### config.mk
export PLATFORM = sky130hd
export DESIGN_NAME = skew_feeder
export DESIGN_NICKNAME = d
export VERILOG_FILES = /design/src/rtl/skew_feeder.sv
export SDC_FILE = /design/constraint.sdc
export NUM_CORES = 2
export LEC_CHECK = 0
export ABC_AREA = 1
export BUFFER_PORTS_ARGS = -buffer_cell sky130_fd_sc_hd__buf_2
export CAP_MARGIN = 10
export CORE_UTILIZATION = 60
export CTS_CLUSTER_SIZE = 25
export DETAILED_ROUTE_END_ITERATION = 10
export PLACE_DENSITY = 0.8
export SETUP_SLACK_MARGIN = 0.02
export SYNTH_ARGS = -nofsm -noshare
export SYNTH_HDL_FRONTEND = slang
export SYNTH_SLANG_ARGS = --single-unit
### constraint.sdc
create_clock -name clk -period 16.1 [get_ports clk]
set_clock_uncertainty 0.2 [all_clocks]
set_input_delay 1.61 -clock clk [delete_from_list [all_inputs] [get_ports clk]]
set_output_delay 1.61 -clock clk [all_outputs]
set_load 0.02 [all_outputs]
### src/rtl/skew_feeder.sv
// Systolic-array input skew stage: row FIFO feeding a per-lane diagonal delay network.
// Optional `SKEW_ROWCNT_EN adds a 16-bit wrapping popped-row counter output row_cnt.
// Samples are carried as 64-bit IEEE-754 bit patterns.

module skew_lane #(
  parameter int STAGES = 0,
  parameter int W      = 64
) (
  input  logic         clk,
  input  logic         rst,
  input  logic         en,
  input  logic         load,
  input  logic [W-1:0] din,
  output logic [W-1:0] dout,
  output logic         vout,
  output logic         inflight
);
  // Index 0..STAGES-1 are delay stages, STAGES is the output register.
  logic [STAGES:0]        vld_pipe;
  logic [STAGES:0][W-1:0] dat_pipe;

  always_ff @(posedge clk) begin
    if (rst) begin
      vld_pipe <= '0;
      dat_pipe <= '0;
    end else if (en) begin
      vld_pipe[0] <= load;
      dat_pipe[0] <= load ? din : '0;
      for (int k = 1; k <= STAGES; k++) begin
        vld_pipe[k] <= vld_pipe[k-1];
        dat_pipe[k] <= dat_pipe[k-1];
      end
    end
  end

  assign dout = dat_pipe[STAGES];
  assign vout = vld_pipe[STAGES];

  generate
    if (STAGES > 0) begin : g_dly
      assign inflight = |vld_pipe[STAGES-1:0];
    end else begin : g_nodly
      assign inflight = 1'b0;
    end
  endgenerate
endmodule

module skew_feeder #(
  parameter int N     = 4,
  parameter int DEPTH = 4
) (
  input  logic                clk,
  input  logic                rst,
  input  logic                in_valid,
  output logic                in_ready,
  input  logic [N-1:0][63:0]  x_in,
  input  logic                en,
  output logic [N-1:0][63:0]  x_out,
  output logic [N-1:0]        v_out,
  output logic                busy
`ifdef SKEW_ROWCNT_EN
  ,
  output logic [15:0]         row_cnt
`endif
);
  localparam int PW = (DEPTH > 1) ? $clog2(DEPTH) : 1;
  localparam int CW = $clog2(DEPTH + 1);

  typedef enum logic [1:0] {IDLE, RUN, DRAIN} state_t;

  logic [N-1:0][63:0] mem [DEPTH];
  logic [N-1:0][63:0] head;
  logic [PW-1:0]      wr_ptr, rd_ptr;
  logic [CW-1:0]      count;
  logic               push, pop;
  logic [N-1:0]       lane_inflight;
  state_t             state_q, state_d;

  function automatic logic [PW-1:0] ptr_inc(input logic [PW-1:0] p);
    return (p == PW'(DEPTH - 1)) ? '0 : p + 1'b1;
  endfunction

  // Ready ignores a same-cycle pop, so a full FIFO never accepts.
  assign in_ready = !rst && (count < CW'(DEPTH));
  assign push     = in_valid && in_ready;
  assign pop      = en && (count != '0);
  assign head     = mem[rd_ptr];

  always_ff @(posedge clk) begin
    if (push) mem[wr_ptr] <= x_in;
  end

  always_ff @(posedge clk) begin
    if (rst) begin
      wr_ptr <= '0;
      rd_ptr <= '0;
      count  <= '0;
    end else begin
      if (push) wr_ptr <= ptr_inc(wr_ptr);
      if (pop)  rd_ptr <= ptr_inc(rd_ptr);
      case ({push, pop})
        2'b10:   count <= count + 1'b1;
        2'b01:   count <= count - 1'b1;
        default: count <= count;
      endcase
    end
  end

  generate
    for (genvar i = 0; i < N; i++) begin : g_lane
      skew_lane #(.STAGES(i), .W(64)) u_lane (
        .clk      (clk),
        .rst      (rst),
        .en       (en),
        .load     (pop),
        .din      (head[i]),
        .dout     (x_out[i]),
        .vout     (v_out[i]),
        .inflight (lane_inflight[i])
      );
    end
  endgenerate

  always_ff @(posedge clk) begin
    if (rst) state_q <= IDLE;
    else     state_q <= state_d;
  end

  // Leaving DRAIN once no valid remains ahead of any output register.
  always_comb begin
    state_d = state_q;
    case (state_q)
      IDLE:    if (push) state_d = RUN;
      RUN:     if (pop && !push && count == CW'(1)) state_d = DRAIN;
      DRAIN: begin
        if (push)                       state_d = RUN;
        else if (en && !(|lane_inflight)) state_d = IDLE;
      end
      default: state_d = IDLE;
    endcase
  end

  assign busy = (state_q != IDLE);

`ifdef SKEW_ROWCNT_EN
  always_ff @(posedge clk) begin
    if (rst)      row_cnt <= '0;
    else if (pop) row_cnt <= row_cnt + 16'd1;
  end
`endif
endmodule
# Yosys cells after proc, flatten, opt, wreduce, memory -nomap -nowiden
# Memories as Yosys holds them, arrays and structs flattened. A register that Yosys moved wholly into a read port is not among the register bits.
# Cells that the tools add are included.
# W data, S select, Z words.
# op_classes
n_mul	0
n_reduce_logical	15
addsub	4
n_lt_le_gt_ge	1
shift	0
n_eq_ne	10
div	0
bitwise	0
n_mux	16
# ops
cell	count
$mux W64	4
$mux W2	8
$eq A2 B2 Y1 const B	4
$logic_and A1 B1 Y1	6
$pmux W2 S3	1
$pmux W3 S2	1
$reduce_or A6 Y1	1
$add A2 B1 Y2 const B	2
$eq A2 B1 Y1 const B	2
$ne A2 B2 Y1 const B	2
$reduce_bool A2 Y1	2
$add A3 B1 Y3 const B	1
$eq A3 B1 Y1 const B	1
$logic_not A1 Y1	3
$lt A3 B3 Y1 const B	1
$ne A3 B3 Y1 const B	1
$reduce_and A3 Y1	1
$reduce_bool A3 Y1	1
$sub A3 B1 Y3 const B	1
$logic_not A2 Y1	1
$mux W1	2
# word_totals
latchBits	0
ff_bits	659
wordCells	65
mem_count	1
ramBits	1024
inputBits	260
output_inout_bits	262
mem_bits_ro	0
# mem_list
name	words	word_bits	read_ports	rd_clocked_by_memory_dff	write_ports	line	rtl
mem	4	256	1	1	1	71	logic [N-1:0][63:0] mem [DEPTH];

# Logic depth before layout (Yosys ltp)
# logic_depth
depth_word	8
mapped_depth	10
depth_no_buf	9

# Cells and area by module
# A second synthesis with hierarchy kept.
# hier_totals
hier_cells	5598
area_unflattened_um2	62932.9
# by_module_without_submodules
module	n_inst	cells_each	area_per_inst_um2	seq_area_each_um2
skew_feeder	1	2554	38409.3	30969.7
skew_lane (g_lane[3].u_lane)	1	1201	9555.4	5205.0
skew_lane (g_lane[2].u_lane)	1	917	7439.6	3903.7
skew_lane (g_lane[1].u_lane)	1	635	5041.1	2602.5
skew_lane (g_lane[0].u_lane)	1	291	2487.4	1301.2

# Worst setup path after synthesis
# Ideal clock, no wire load.
# synth_timing
path_kind	input port to flip-flop
start	input rst
end	memory mem[0][0] (netlist name), enable pin
arrival_time_ns	12.994
setup_slack_ns	2.027
n_path_buf	1
setup_ns	0.879
path_stages	4
required_time_ns	15.021
path_cell_list	buf_2 > nor2_1 > nand2_1 > nor2_1
# synth_between
elab_chain_cells	5
# synth_rtl
item	line	rtl
from (decl)	53	input logic rst,
$logic_not A1 Y1	84	assign in_ready = !rst && (count < CW'(DEPTH));
$logic_and A1 B1 Y1	84	
via in_ready	55	output logic in_ready,
$logic_and A1 B1 Y1	85	assign push = in_valid && in_ready;
$mux W1	90	if (push) mem[wr_ptr] <= x_in;
$mux W1 (not written as such)	90	
to (decl)	71	
# The timed path passes the listed nets, and every way through them passes these cells.

# Worst setup path after layout
# layout_timing
start	input rst
end	memory mem[0][80] (netlist name), enable pin
# layout_between
elab_chain_cells	5
# layout_rtl
item	line
$logic_not A1 Y1	84
$logic_and A1 B1 Y1	84
$logic_and A1 B1 Y1	85
$mux W1	90
$mux W1 (not written as such)	90
# Every way passes these cells.

==> flow_summary.ini <==
[status]
violations = max-slew violations
outcome = complete, but fails checks

[setup_path]
ff2ff_setup_slack_ns = 11.18
startpoint_type = primary input
crit_type = primary input to register
path_cells = buf_8, nor2_1, nand2_1, nor2_4, buf_12, buf_4, buf_4
setup.worst_path.start = rst
cp_data_required_time_ns = 16.29
cp_common_cell = buf_4
critPathArrivalTime_ns = 5.17
cp_slowest_cell = buf_4
max_stage_delay_ns = 0.87
cp_max_fo = 144
reg2reg_depth = 9
reg2reg_to = g_lane[1].u_lane.dat_pipe[31]$_SDFFE_PP0P_
cp-endpoint = mem[0][80]$_DFFE_PP_
cp-end-kind = register

[floorplan]
die_area_um2 = 113000
boundaryPins = 522
die_h_um = 336
std_cell_rows = 122
core-area_um2 = 111000
die_x_um = 336
initial_core_util_pct = 60.5

[global_route]
antenna_found_initial = 71
grt_pass1_vias = 45800
grtUsageTotal_pct = 27.5
grt_overflow_total = 0
grt_pass1_wl_um = 243000
grt_max_degree = 231

[synth]
yosys_warnings = 0
synth-seq-area-share_pct = 65.6
ys_top_cells_by_area = edfxtp_1, dfxtp_1, nand2_1
synth_nets = 7346
synth_top_area_share_pct = 46.0
netlist_area_um2 = 66900
syn_area_per_cell_um2 = 9.45
synthDistinctLibCells = 22
syn_inst = 7076
yosysTopAreaCell = edfxtp_1
synth-seq-cells = 1679

[sta]
rsz0062_at_grt = no
report.final.slew_viol_count = 14
relSlewSlack_pct = -0.649
finalHoldViolCount = 0
setup_viol = 0
fin_crit_ns = 4.98
worst_slack_ns = 11.12
fmax_mhz = 201
period_share_pct = 31.0
hold_ws_ns = 0.262
worstMarginPinSlew_ns = 1.51
tns_ns = 0

[placement]
dp.final_hpwl_um = 84100
dp.cells = 8545
numPortBuffers = 521
gp_congestion = 0.790
pre_cts_ws_ns = 10.12

[drt]
drtPass1Iterations = 6
vias_per_cell = 5.26
ant_nets = 0
vias = 46800
wl_per_cell_um = 17.6
drt_wl_total_um = 157000
drtIter0Drc = 3722
drc = 0

[cells_and_area]
layout-drive-gt1-share_pct = 11.1
nets = 7495
area_growth_syn_to_layout_pct = 10.7
num-fill-cells = 8098
stdcell_count = 8900

[clock_network]
root_buffer = clkbuf_16
htreeDepth = 4
cts.clk_slew.worst_paths_ns = 0.06
clkSinkCount = 1679
cts_made_buffers = 166
cts_setup_buffers = 0
holdBufCountCts = 0
cts.repair.resized = 0
insertion_delay_ns = 0.76
clockBufferDepth = 3
cts_tree = done

[power]
switching_share_pct = 29.7
power_frac_seq_pct = 46.2
clkPwrFrac_pct = 34.7
power.internal_mw = 7.77
power_mw = 11.1
peakVddDrop_mv = 0.128
p_leak_nw = 32.7
p_comb_share_pct = 19.1
p_per_area_nw_per_um2 = 149
p_switching_mw = 3.28

[worst_hold_path]
hold_path.class = register to register
min_from = g_lane[0].u_lane.dout[57]$_SDFFE_PP0P_

[flow_run]
cap_violations = 0
-- worst min path at each step --
stage / cells after the start / slack (ns) / end
6_report: 2 / 0.26 / g_lane[0].u_lane.dout[57]$_SDFFE_PP0P_
5_1_grt: 2 / 0.28 / g_lane[1].u_lane.dat_pipe[53]$_SDFFE_PP0P_
4_1_cts: 2 / 0.26 / g_lane[0].u_lane.dout[57]$_SDFFE_PP0P_
3_5_place_dp: 2 / 0.25 / g_lane[0].u_lane.dout[57]$_SDFFE_PP0P_
3_3_place_gp: 2 / 0.25 / g_lane[0].u_lane.dout[57]$_SDFFE_PP0P_
2_1_floorplan: 2 / 0.24 / g_lane[3].u_lane.vld_pipe[3]$_SDFFE_PP0P_
-- layer usage --
metal / routed length (µm) / up-vias / share of wire (%) / track usage (%)
met2: 77800 / 1695 / 50 / 47.1
met4: 4760 / 68 / 3.0 / 11.2
met1: 61200 / 22300 / 39 / 33.5
met5: 425 / - / 0.27 / 0
li1: - / 22400 / - / -
met3: 12500 / 355 / 8.0 / 6.52
-- per-stage QoR --
step	utilization, %	area [µm²]
after floorplan	-	66900
after CTS	66.9	74000
final	67.0	74100
after global placement	62.0	68500
after global routing	67.0	74000
after detailed placement	62.0	68500
-- critical path: cells and delay by family --
family / cells / cell delay [ns]
buffers and inverters: 4 / 2.48
AND/OR/NAND/NOR: 3 / 0.91
-- placed cells by master, fill, tap and decap left out, types with 3 or more instances in the layout --
cell and count:
a21oi_1 263, buf_12 8, buf_2 519, buf_4 32
bufinv_16 10, clkbuf_1 45, clkbuf_16 174, clkbuf_8 16
clkinv_1 18, clkinv_2 29, clkinv_8 3, clkinvlp_4 6
dfxtp_1 653, diode_2 45, edfxtp_1 1024, ha_1 10
inv_1 1039, inv_6 3, inv_8 3, nand2_1 1804
nand3_1 514, nor2_1 780, nor2_4 4, o21ai_0 392
-- synthesized netlist by cell type --
library cell / count
nand4_1: 1
o21ai_0: 392
a21oi_1: 263
xor2_1: 1
inv_2: 4
ha_1: 10
nor2_8: 1
a211oi_1: 1
buf_6: 1
nand3_1: 514
clkbuf_1: 117
inv_1: 1039
buf_4: 239
o211a_1: 1
dfxtp_1: 655
buf_1: 8
nor2_1: 784
inv_4: 1
edfxtp_1: 1024
buf_2: 215
nand2_1: 1804
or2_2: 1
-- cell families after synthesis --
kind of cell             count (synthesis)  synth area share [%]
adder cells (fa/ha/maj)                 10                 0.187
AND/OR/NAND/NOR                       3105                  18.4
XOR/XNOR                                 1                0.0131
flip-flops                            1679                  65.6
AO/OA/AOI/OAI                          657                  4.93
buffers and inverters                 1624                  10.9
-- cell type report --
type	count	area [µm²]	area share [%]
well taps	1488	1860	2.51
clock inverters	75	713	0.963
flip-flops and latches	1679	43900	59.2
diodes	45	113	0.152
clock buffers	235	4740	6.40
multi-input cells	3773	15800	21.3
repair buffers	561	3030	4.09
inverters	1044	3960	5.34
-- sequential cells by signal, summed over array words and instances, names as in the netlist, named ones only --
| name | cells |
|---|---|
| mem | 1024 |
| rd_ptr | 2 |
| count | 3 |
| state_q | 2 |
| g_lane.u_lane.dat_pipe | 384 |
| g_lane.u_lane.vld_pipe | 4 |
| g_lane.u_lane.dout | 256 |
| wr_ptr | 2 |
-- power by group through the flow --
stage	clock, mW	combinational [mW]	sequential (mW)
floorplan	0	1.54	5.23
global placement	0	2.03	5.18
detailed placement	0	2.08	5.19
CTS	3.88	2.11	5.11
global route	4.06	2.35	5.14
finish	3.84	2.11	5.11
(Power assumes the default switching activity.)
